<file path="config.mk">
export PLATFORM = sky130hd
export DESIGN_NAME = unified_mem_arbiter
export DESIGN_NICKNAME = d
export VERILOG_FILES = /design/src/rtl/mem_arb_pkg.sv /design/src/rtl/unified_mem_arbiter_starve.sv /design/src/rtl/unified_mem_arbiter.sv
export SDC_FILE = /design/constraint.sdc
export NUM_CORES = 1
export LEC_CHECK = 0
export BUFFER_PORTS_ARGS = -buffer_cell sky130_fd_sc_hd__buf_4
export CELL_PAD_IN_SITES_DETAIL_PLACEMENT = 0
export CELL_PAD_IN_SITES_GLOBAL_PLACEMENT = 1
export CORE_UTILIZATION = 30
export DETAILED_ROUTE_END_ITERATION = 16
export GPL_TIMING_DRIVEN = 0
export HOLD_SLACK_MARGIN = 0.12
export MAX_ROUTING_LAYER = met4
export PLACE_DENSITY_LB_ADDON = 0.15
export SLEW_MARGIN = 10
export SYNTH_ARGS = -nofsm -noshare
export SYNTH_HDL_FRONTEND = slang
export SYNTH_SLANG_ARGS = --single-unit
</file>
<file path="constraint.sdc">
create_clock -name clk -period 3.2 [get_ports clk]
set_clock_uncertainty 0.05 [all_clocks]
set_input_delay 0.32 -clock clk [delete_from_list [all_inputs] [get_ports clk]]
set_output_delay 0.32 -clock clk [all_outputs]
set_load 0.1 [all_outputs]
</file>
<file path="src/rtl/mem_arb_pkg.sv">
// rtl/mem_arb_pkg.sv - shared types for the unified I/D memory arbiter
// Ports: none (package). Holds the FSM state type, the grant owner type and
// the latched memory request record. MEM_IDX_W is wide enough for any
// doubleword index the arbiter can be built for (byte address up to 32 bits).
package mem_arb_pkg;

  localparam int unsigned MEM_IDX_W = 29;

  typedef enum logic [1:0] {ARB_IDLE, ARB_I_ACC, ARB_D_ACC, ARB_RESP} arb_state_e;

  typedef enum logic {OWN_I, OWN_D} owner_e;

  typedef struct packed {
    logic                 we;
    logic [MEM_IDX_W-1:0] addr;
    logic [63:0]          wdata;
  } mem_req_t;

endpackage

</file>
<file path="src/rtl/unified_mem_arbiter_starve.sv">
// rtl/unified_mem_arbiter_starve.sv - saturating starvation counter for the fetch requester
// Ports:
//   clk, reset_b : clock, synchronous active-low reset
//   i_inc        : count one data grant made while a fetch was waiting
//   i_clr        : clear (fetch granted, or fetch not requesting while idle)
//   o_sat        : counter has reached MAX_COUNT
module arb_starve_counter #(
  parameter int unsigned MAX_COUNT = 4,
  parameter int unsigned CNT_WIDTH = $clog2(MAX_COUNT + 1)
) (
  input  logic clk,
  input  logic reset_b,
  input  logic i_inc,
  input  logic i_clr,
  output logic o_sat
);

  localparam logic [CNT_WIDTH-1:0] LP_MAX = CNT_WIDTH'(MAX_COUNT);

  logic [CNT_WIDTH-1:0] r_cnt;

  always_ff @(posedge clk) begin
    if (!reset_b) begin
      r_cnt <= '0;
    end else if (i_clr) begin
      r_cnt <= '0;
    end else if (i_inc && (r_cnt != LP_MAX)) begin
      r_cnt <= r_cnt + CNT_WIDTH'(1);
    end
  end

  assign o_sat = (r_cnt == LP_MAX);

endmodule

</file>
<file path="src/rtl/unified_mem_arbiter.sv">
// rtl/unified_mem_arbiter.sv - shares one 64-bit single-ported memory between fetch (I) and data (D)
// Ports:
//   clk, reset_b                       : clock, synchronous active-low reset
//   i_req/i_addr -> i_rdata/i_valid    : fetch requester, 32-bit word from a doubleword
//   i_stall                            : i_req & ~i_valid
//   d_req/d_we/d_addr/d_wdata          : data requester (load or store)
//   d_rdata/d_valid, d_stall           : load data, completion pulse, d_req & ~d_valid
//   m_req/m_we/m_addr/m_wdata          : memory request, held until m_ack
//   m_ack/m_rdata                      : memory completion and read data (same cycle)
module unified_mem_arbiter
  import mem_arb_pkg::*;
#(
  parameter int ADDR_WIDTH  = 13,
  parameter int MAX_D_BURST = 4,
  parameter int CNT_WIDTH   = $clog2(MAX_D_BURST + 1)
) (
  input  logic                  clk,
  input  logic                  reset_b,
  input  logic                  i_req,
  input  logic [ADDR_WIDTH-1:0] i_addr,
  output logic [31:0]           i_rdata,
  output logic                  i_valid,
  output logic                  i_stall,
  input  logic                  d_req,
  input  logic                  d_we,
  input  logic [ADDR_WIDTH-1:0] d_addr,
  input  logic [63:0]           d_wdata,
  output logic [63:0]           d_rdata,
  output logic                  d_valid,
  output logic                  d_stall,
  output logic                  m_req,
  output logic                  m_we,
  output logic [ADDR_WIDTH-4:0] m_addr,
  output logic [63:0]           m_wdata,
  input  logic                  m_ack,
  input  logic [63:0]           m_rdata
);

  arb_state_e r_state, w_state_nxt;
  mem_req_t   r_req;
  owner_e     r_owner;
  logic       r_half;
  logic       r_m_req;
  logic       r_i_valid, r_d_valid;
  logic [31:0] r_i_rdata;
  logic [63:0] r_d_rdata;

  logic w_grant_i, w_grant_d, w_acc_done, w_sat;
  // Sub-doubleword address bits are intentionally dropped.
  logic w_unused_addr_bits;
  assign w_unused_addr_bits = ^{i_addr[1:0], d_addr[2:0]};

  arb_starve_counter #(
    .MAX_COUNT(MAX_D_BURST),
    .CNT_WIDTH(CNT_WIDTH)
  ) u_starve (
    .clk    (clk),
    .reset_b(reset_b),
    .i_inc  (w_grant_d & i_req),
    .i_clr  (w_grant_i | ((r_state == ARB_IDLE) & ~i_req)),
    .o_sat  (w_sat)
  );

  always_ff @(posedge clk) begin
    if (!reset_b) r_state <= ARB_IDLE;
    else          r_state <= w_state_nxt;
  end

  // D has priority unless the fetch side has been passed over MAX_D_BURST times.
  always_comb begin
    w_state_nxt = r_state;
    w_grant_i   = 1'b0;
    w_grant_d   = 1'b0;
    w_acc_done  = 1'b0;
    case (r_state)
      ARB_IDLE: begin
        if (d_req && !(i_req && w_sat)) begin
          w_grant_d   = 1'b1;
          w_state_nxt = ARB_D_ACC;
        end else if (i_req) begin
          w_grant_i   = 1'b1;
          w_state_nxt = ARB_I_ACC;
        end
      end
      ARB_I_ACC, ARB_D_ACC: begin
        if (m_ack) begin
          w_acc_done  = 1'b1;
          w_state_nxt = ARB_RESP;
        end
      end
      ARB_RESP: w_state_nxt = ARB_IDLE;
      default:  w_state_nxt = ARB_IDLE;
    endcase
  end

  // Valid is registered on the ack edge, so it is high exactly during RESP.
  always_ff @(posedge clk) begin
    if (!reset_b) begin
      r_req     <= '0;
      r_owner   <= OWN_I;
      r_half    <= 1'b0;
      r_m_req   <= 1'b0;
      r_i_valid <= 1'b0;
      r_d_valid <= 1'b0;
      r_i_rdata <= '0;
      r_d_rdata <= '0;
    end else begin
      r_i_valid <= 1'b0;
      r_d_valid <= 1'b0;
      if (w_grant_d) begin
        r_req   <= '{we: d_we, addr: MEM_IDX_W'(d_addr[ADDR_WIDTH-1:3]), wdata: d_wdata};
        r_owner <= OWN_D;
        r_m_req <= 1'b1;
      end else if (w_grant_i) begin
        r_req   <= '{we: 1'b0, addr: MEM_IDX_W'(i_addr[ADDR_WIDTH-1:3]), wdata: 64'd0};
        r_half  <= i_addr[2];
        r_owner <= OWN_I;
        r_m_req <= 1'b1;
      end else if (w_acc_done) begin
        r_m_req <= 1'b0;
        if (r_owner == OWN_I) begin
          r_i_rdata <= r_half ? m_rdata[63:32] : m_rdata[31:0];
          r_i_valid <= 1'b1;
        end else begin
          if (!r_req.we) r_d_rdata <= m_rdata;
          r_d_valid <= 1'b1;
        end
      end
    end
  end

  assign m_req   = r_m_req;
  assign m_we    = r_req.we;
  assign m_addr  = (ADDR_WIDTH - 3)'(r_req.addr);
  assign m_wdata = r_req.wdata;
  assign i_rdata = r_i_rdata;
  assign i_valid = r_i_valid;
  assign d_rdata = r_d_rdata;
  assign d_valid = r_d_valid;
  assign i_stall = i_req & ~r_i_valid;
  assign d_stall = d_req & ~r_d_valid;

endmodule

</file>
# Yosys cells after proc, flatten, opt, wreduce, memory -nomap -nowiden
# Index checks and enable logic that the tools add are counted.
# word_totals
reg_bits	181
inputBits	160
output_inout_bits	176
wordCells	69
# classes
add_sub_neg	1
n_eq_ne	7
muxes	21
bitwise	14
n_reduce_logical	14
# op_table
operator	count
two-way mux 94 bit	2
two-way mux 32 bit	1
two-way mux 1 bit	14
NOT 1 bit	9
two-way mux 2 bit	3
one-hot mux 2 bit (3 select lines)	1
AND reduction 5 bit	1
AND 1 bit	4
== test 2 bit, second input constant	2
AND reduction 2 bit	2
AND reduction 4 bit	1
OR reduction 2 bit	2
OR reduction 4 bit	1
adder 3 x 1 -> 3 bit, second input constant	1
== test 3 bit, second input constant	1
logical AND 1 bit	3
!= test 3 x 2 -> 1 bit, second input constant	1
!= test 3 bit, second input constant	1
nonzero test 3 bit	1
== test 2 x 1 -> 1 bit, second input constant	1
logical NOT 2 bit	1
!= test 2 bit, second input constant	1
nonzero test 2 bit	1
logical NOT 1 bit	1
OR 1 bit	1

# Logic depth before layout (Yosys ltp)
# depth
word_depth	8
depth_mapped	9
depth_no_buf	5

# By module
# A second synthesis with hierarchy kept.
# hier_totals
cells_unflattened	759
hier_area_um2	7602.3
# by_module_without_submodules
mod	n_inst	cells_per_inst	area_per_inst_um2	seq_area_each_um2
unified_mem_arbiter	1	741	7414.6	3563.4
arb_starve_counter	1	18	187.7	60.1

# Worst setup path after synthesis
# Ideal clock, no wire load.
# synth_path
kind	reg-to-output
start	register r_d_valid (netlist: d_valid)
end	output port d_stall
t_arrival_ps	2114
required_ps	2830
setup_slack_ps	716
stages_incl_launch_ff	2
n_path_buf	0
cell_sequence	dfxtp_1 nor2b_1
# synth_between
elab_chain_cells	2
# synth_rtl
element	line_no	text
start, declared	unified_mem_arbiter.sv:44	logic r_i_valid, r_d_valid;
start signal, assigned	unified_mem_arbiter.sv:104	r_d_valid <= 1'b0;
start signal, assigned	unified_mem_arbiter.sv:109	r_d_valid <= 1'b0;
start signal, assigned	unified_mem_arbiter.sv:126	r_d_valid <= 1'b1;
NOT 1 bit	unified_mem_arbiter.sv:141	assign d_stall = d_req & ~r_d_valid;
AND 1 bit	unified_mem_arbiter.sv:141	
end, declared	unified_mem_arbiter.sv:30	output logic d_stall,
# Every way passes these cells.

# Final worst setup path
# layout_path
start	register r_state[0]
end	register r_i_rdata[30] (netlist: i_rdata[30])
# layout_between
elab_chain_cells	4
elab_cells_between_ends	10
classes_between	eq/ne (2); mux (3); bitwise (2); reduce/logical (3)
# layout_rtl
element	line_no	text
start, declared	unified_mem_arbiter.sv:39	arb_state_e r_state, w_state_nxt;
start signal, assigned	unified_mem_arbiter.sv:66	else r_state <= w_state_nxt;
== test 2 x 1 -> 1 bit, or another cell as far along	unified_mem_arbiter.sv:75	case (r_state)
OR reduction 2 bit / two-way mux 1 bit (equally long branches)	unified_mem_arbiter.sv:75	
two-way mux 1 bit / NOT 1 bit (equally long branches)	-	
AND reduction 4 bit (no line) (*)	-	
end signal, assigned	unified_mem_arbiter.sv:122	r_i_rdata <= r_half ? m_rdata[63:32] : m_rdata[31:0];
end, declared	unified_mem_arbiter.sv:45	logic [31:0] r_i_rdata;
# Every way passes the cells marked *; elsewhere a longest branch is shown, timed or not.
# A chain may end at the register's enable or synchronous reset.

==> metrics.md <==
| Metric | Value |
|---|---|
| TNS Setup | `0 ns` |
| CTS clk-pin slew, worst paths | `0.08 ns` |
| Nets | `1,316` |
| IO Pins | `336` |
| Startpoint Class | `flop` |
| Synth Instances | `682` |
| Status | `finished clean` |
| Post-synthesis cell area | `7050 µm²` |
| Static Leak | `0.00509 µW` |
| Netlist cell types | `33` |
| Power Density | `785 nW/µm²` |
| Initial antenna violation count | `0` |
| CTS tree | `done` |
| CP max stage cell | `ha_1` |
| Tot GR Track Use | `21.3%` |
| Required @ worst endpoint | `3.49 ns` |
| Pin count of the biggest net entering global routing | `19` |
| Power share of the combinational group | `46.9%` |
| Seq pwr share | `30.0%` |
| Die Span Y | `155 µm` |
| Fin area | `11,700 µm²` |
| Arr. time, crit path | `2.32 ns` |
| HP Class | `in -> reg` |
| Number of flops mapped to enable cells by yosys | `0` |
| RSZ-0062 raised after global routing | `false` |
| CP cell instances | `inv_1, ha_1, and3b_1, clkbuf_1, buf_2, a21oi_1, a211oi_1` |
| Clock Latency Late Sink | `0.42 ns` |
| Clock power share | `23.1%` |
| Worst Setup End Kind | `flop` |
| Placed Area | `9900 µm²` |
| Ant. Diodes | `0` |
| Cell row count | `55` |
| Mapped Avg Cell Area | `10.3 µm²` |
| Wirelength per Cell | `17.1 µm` |
| Max-slew headroom | `61.7%` |
| Kind of critical path | `reg -> reg` |
| Synth area leader | `dfxtp_1` |
| Seq/Total Area, Yosys | `51.4%` |
| Synth Flop Type | `dfxtp_1` |
| Final Wtd Congestion | `0.750` |
| Psw | `4410 µW` |
| Switch share | `47.9%` |
| Layout Area Growth over Synthesis | `66.3%` |
| Iter 0 DRT Violations | `373` |
| Synth Register Bits | `181` |
| Vias per Instance | `4.61` |
| Yosys warnings | `0` |
| Max Buffers Root-to-Sink | `2` |
| Die width | `155 µm` |
| Hold Fails Final Rpt | `0` |
| Post-synth top area share | `51.4%` |
| Worst hold slack | `0.130 ns` |
| Worst ir drop on vdd | `324 µV` |
| Routed wire length | `25.2 mm` |
| H-tree Lvls | `4` |
| Post-DRT Antenna Nets | `0` |
| Max incr delay on CP | `0.38 ns` |
| Clk sinks | `181` |
| Asr flop ratio synth | `0%` |
| Total CTS buffers | `17` |
| Initial Util | `30.9%` |
| Root Driver | `clkbuf_16` |
| Syn_nets | `846` |
| Commonest cells in the netlist | `dfxtp_1 (181), nand2_1 (134), mux2i_1 (107)` |
| Vias in the first global route | `6,949` |
| Global-route wire length before repair | `38.8 mm` |
| Largest cells by area after synthesis | `dfxtp_1 (51%), mux2i_1 (15%), a22o_1 (8.1%)` |
| GRT overflow | `0` |
| Detailed Place HPWL | `18.1 mm` |
| DRC viols | `0` |
| Crit-path max FO | `10` |
| Fin crit period | `2.03 ns` |
| DR vias | `6,809` |
| FMAX | `494 MHz` |
| Max-cap check violation count | `0` |
| Share of cells above drive strength 1 | `34.2%` |
| Final Max Slew Viols | `0` |
| Setup violations, final | `0` |
| Postcts setup bufs | `0` |
| Buffers on Ports | `328` |
| Die area | `24,100 µm²` |
| Final period util | `63.3%` |
| Initial DRT Pass Iterations | `4` |
| Internal power | `4790 µW` |
| Post-CTS Resized | `0` |
| Least-Margin Pin Slew | `0.575 ns` |
| Placeable Area | `22,800 µm²` |
| Count leader, synth | `dfxtp_1` |
power by group through the flow:
| stage | clock network, µW | registers, µW | logic, µW |
|---|---|---|---|
| 2_1_floorplan | 0 | 5010 | 985 |
| 3_3_place_gp | 0 | 2800 | 4210 |
| 3_5_place_dp | 0 | 2810 | 4200 |
| 4_1_cts | 2180 | 2760 | 4340 |
| 5_1_grt | 2280 | 2800 | 4510 |
| 6_report | 2130 | 2760 | 4320 |
per-layer routing:
layer  wire length [µm]  global-route usage [%]
met5                  0                       -
met4                357                    5.79
met3               1690                    5.40
met2              12000                    35.2
met1              11100                    25.7
final cells by class:
| class | instances | area, µm² |
|---|---|---|
| repair buffers | 451 | 3690 |
| multi-input cells | 433 | 2990 |
| inverters | 5 | 18.8 |
| flip-flops and latches | 181 | 3620 |
| clock inverters | 12 | 120 |
| clock buffers | 20 | 467 |
| fillers | 2196 | 11100 |
| plain buffers | 63 | 422 |
| well taps | 313 | 392 |
cells in the final DEF, fill, tap and decap left out, types with 5 or more instances in the layout:
cell type        n
nand2_1        134
buf_2           21
inv_8            6
inv_1            5
a22o_1          65
buf_6            5
a211oi_1        43
dfxtp_1        181
buf_4          330
mux2i_1        107
clkbuf_16       17
buf_12           7
nor3_1          12
inv_6            5
dlygate4sd3_1  123
clkbuf_1        28
a21oi_1         36
path summary, 6_finish.rpt:
path	from	to	slack, ns	cells after the start
max	r_state[0]	i_rdata[30]	1.17	7
min	m_rdata[41]	d_rdata[41]	0.13	3
max reg2reg	r_state[0]	i_rdata[30]	1.17	7
min reg2reg	d_rdata[63]	d_rdata[63]	0.41	2
metrics by stage:
step / setup WS (ns) / power [µW] / util [%] / cells
after CTS: 1.15 / 9280 / 51.3 / 1478
final: 1.17 / 9200 / 51.3 / 1478
after floorplan: 0.716 / 5990 / - / 682
after detailed placement: 1.07 / 7010 / 43.4 / 1323
after global placement: 1.11 / 7010 / 43.4 / 1323
after global routing: 0.898 / 9590 / 51.3 / 1478
sequential cells by signal (all words and copies together), names as in the netlist, 2 cells and up:
| register | cells |
|---|---|
| r_state | 2 |
| m_addr | 10 |
| u_starve.r_cnt | 3 |
| d_rdata | 64 |
| i_rdata | 32 |
| m_wdata | 64 |
critical path: cells and delay by family (launching register included):
| family | cells | cell delay [ns] |
|---|---|---|
| buffers and inverters | 3 | 0.63 |
| adder cells (fa/ha/maj) | 1 | 0.38 |
| AND/OR/NAND/NOR | 1 | 0.22 |
| flip-flops | 1 | 0.33 |
| AO/OA/AOI/OAI | 2 | 0.33 |
cell families (layout without fill, tap and decap cells):
group / after synthesis / count (layout) / synth area share, %
compound gates: 157 / 157 / 16.6
xor+xnor: 1 / 1 / 0.124
fa+ha+maj: 4 / 4 / 0.710
buf+inv: 68 / 551 / 6.25
flops: 181 / 181 / 51.4
mux: 107 / 107 / 15.2
simple gates: 164 / 164 / 9.72
what timing repair did:
action | in CTS | in global routing
hold buffers | 123 | 0
hold endpoints to repair | 123 | 0
endpoints found under the setup margin | 0 | 0
No activity file was read; power rests on OpenSTA's default activity.
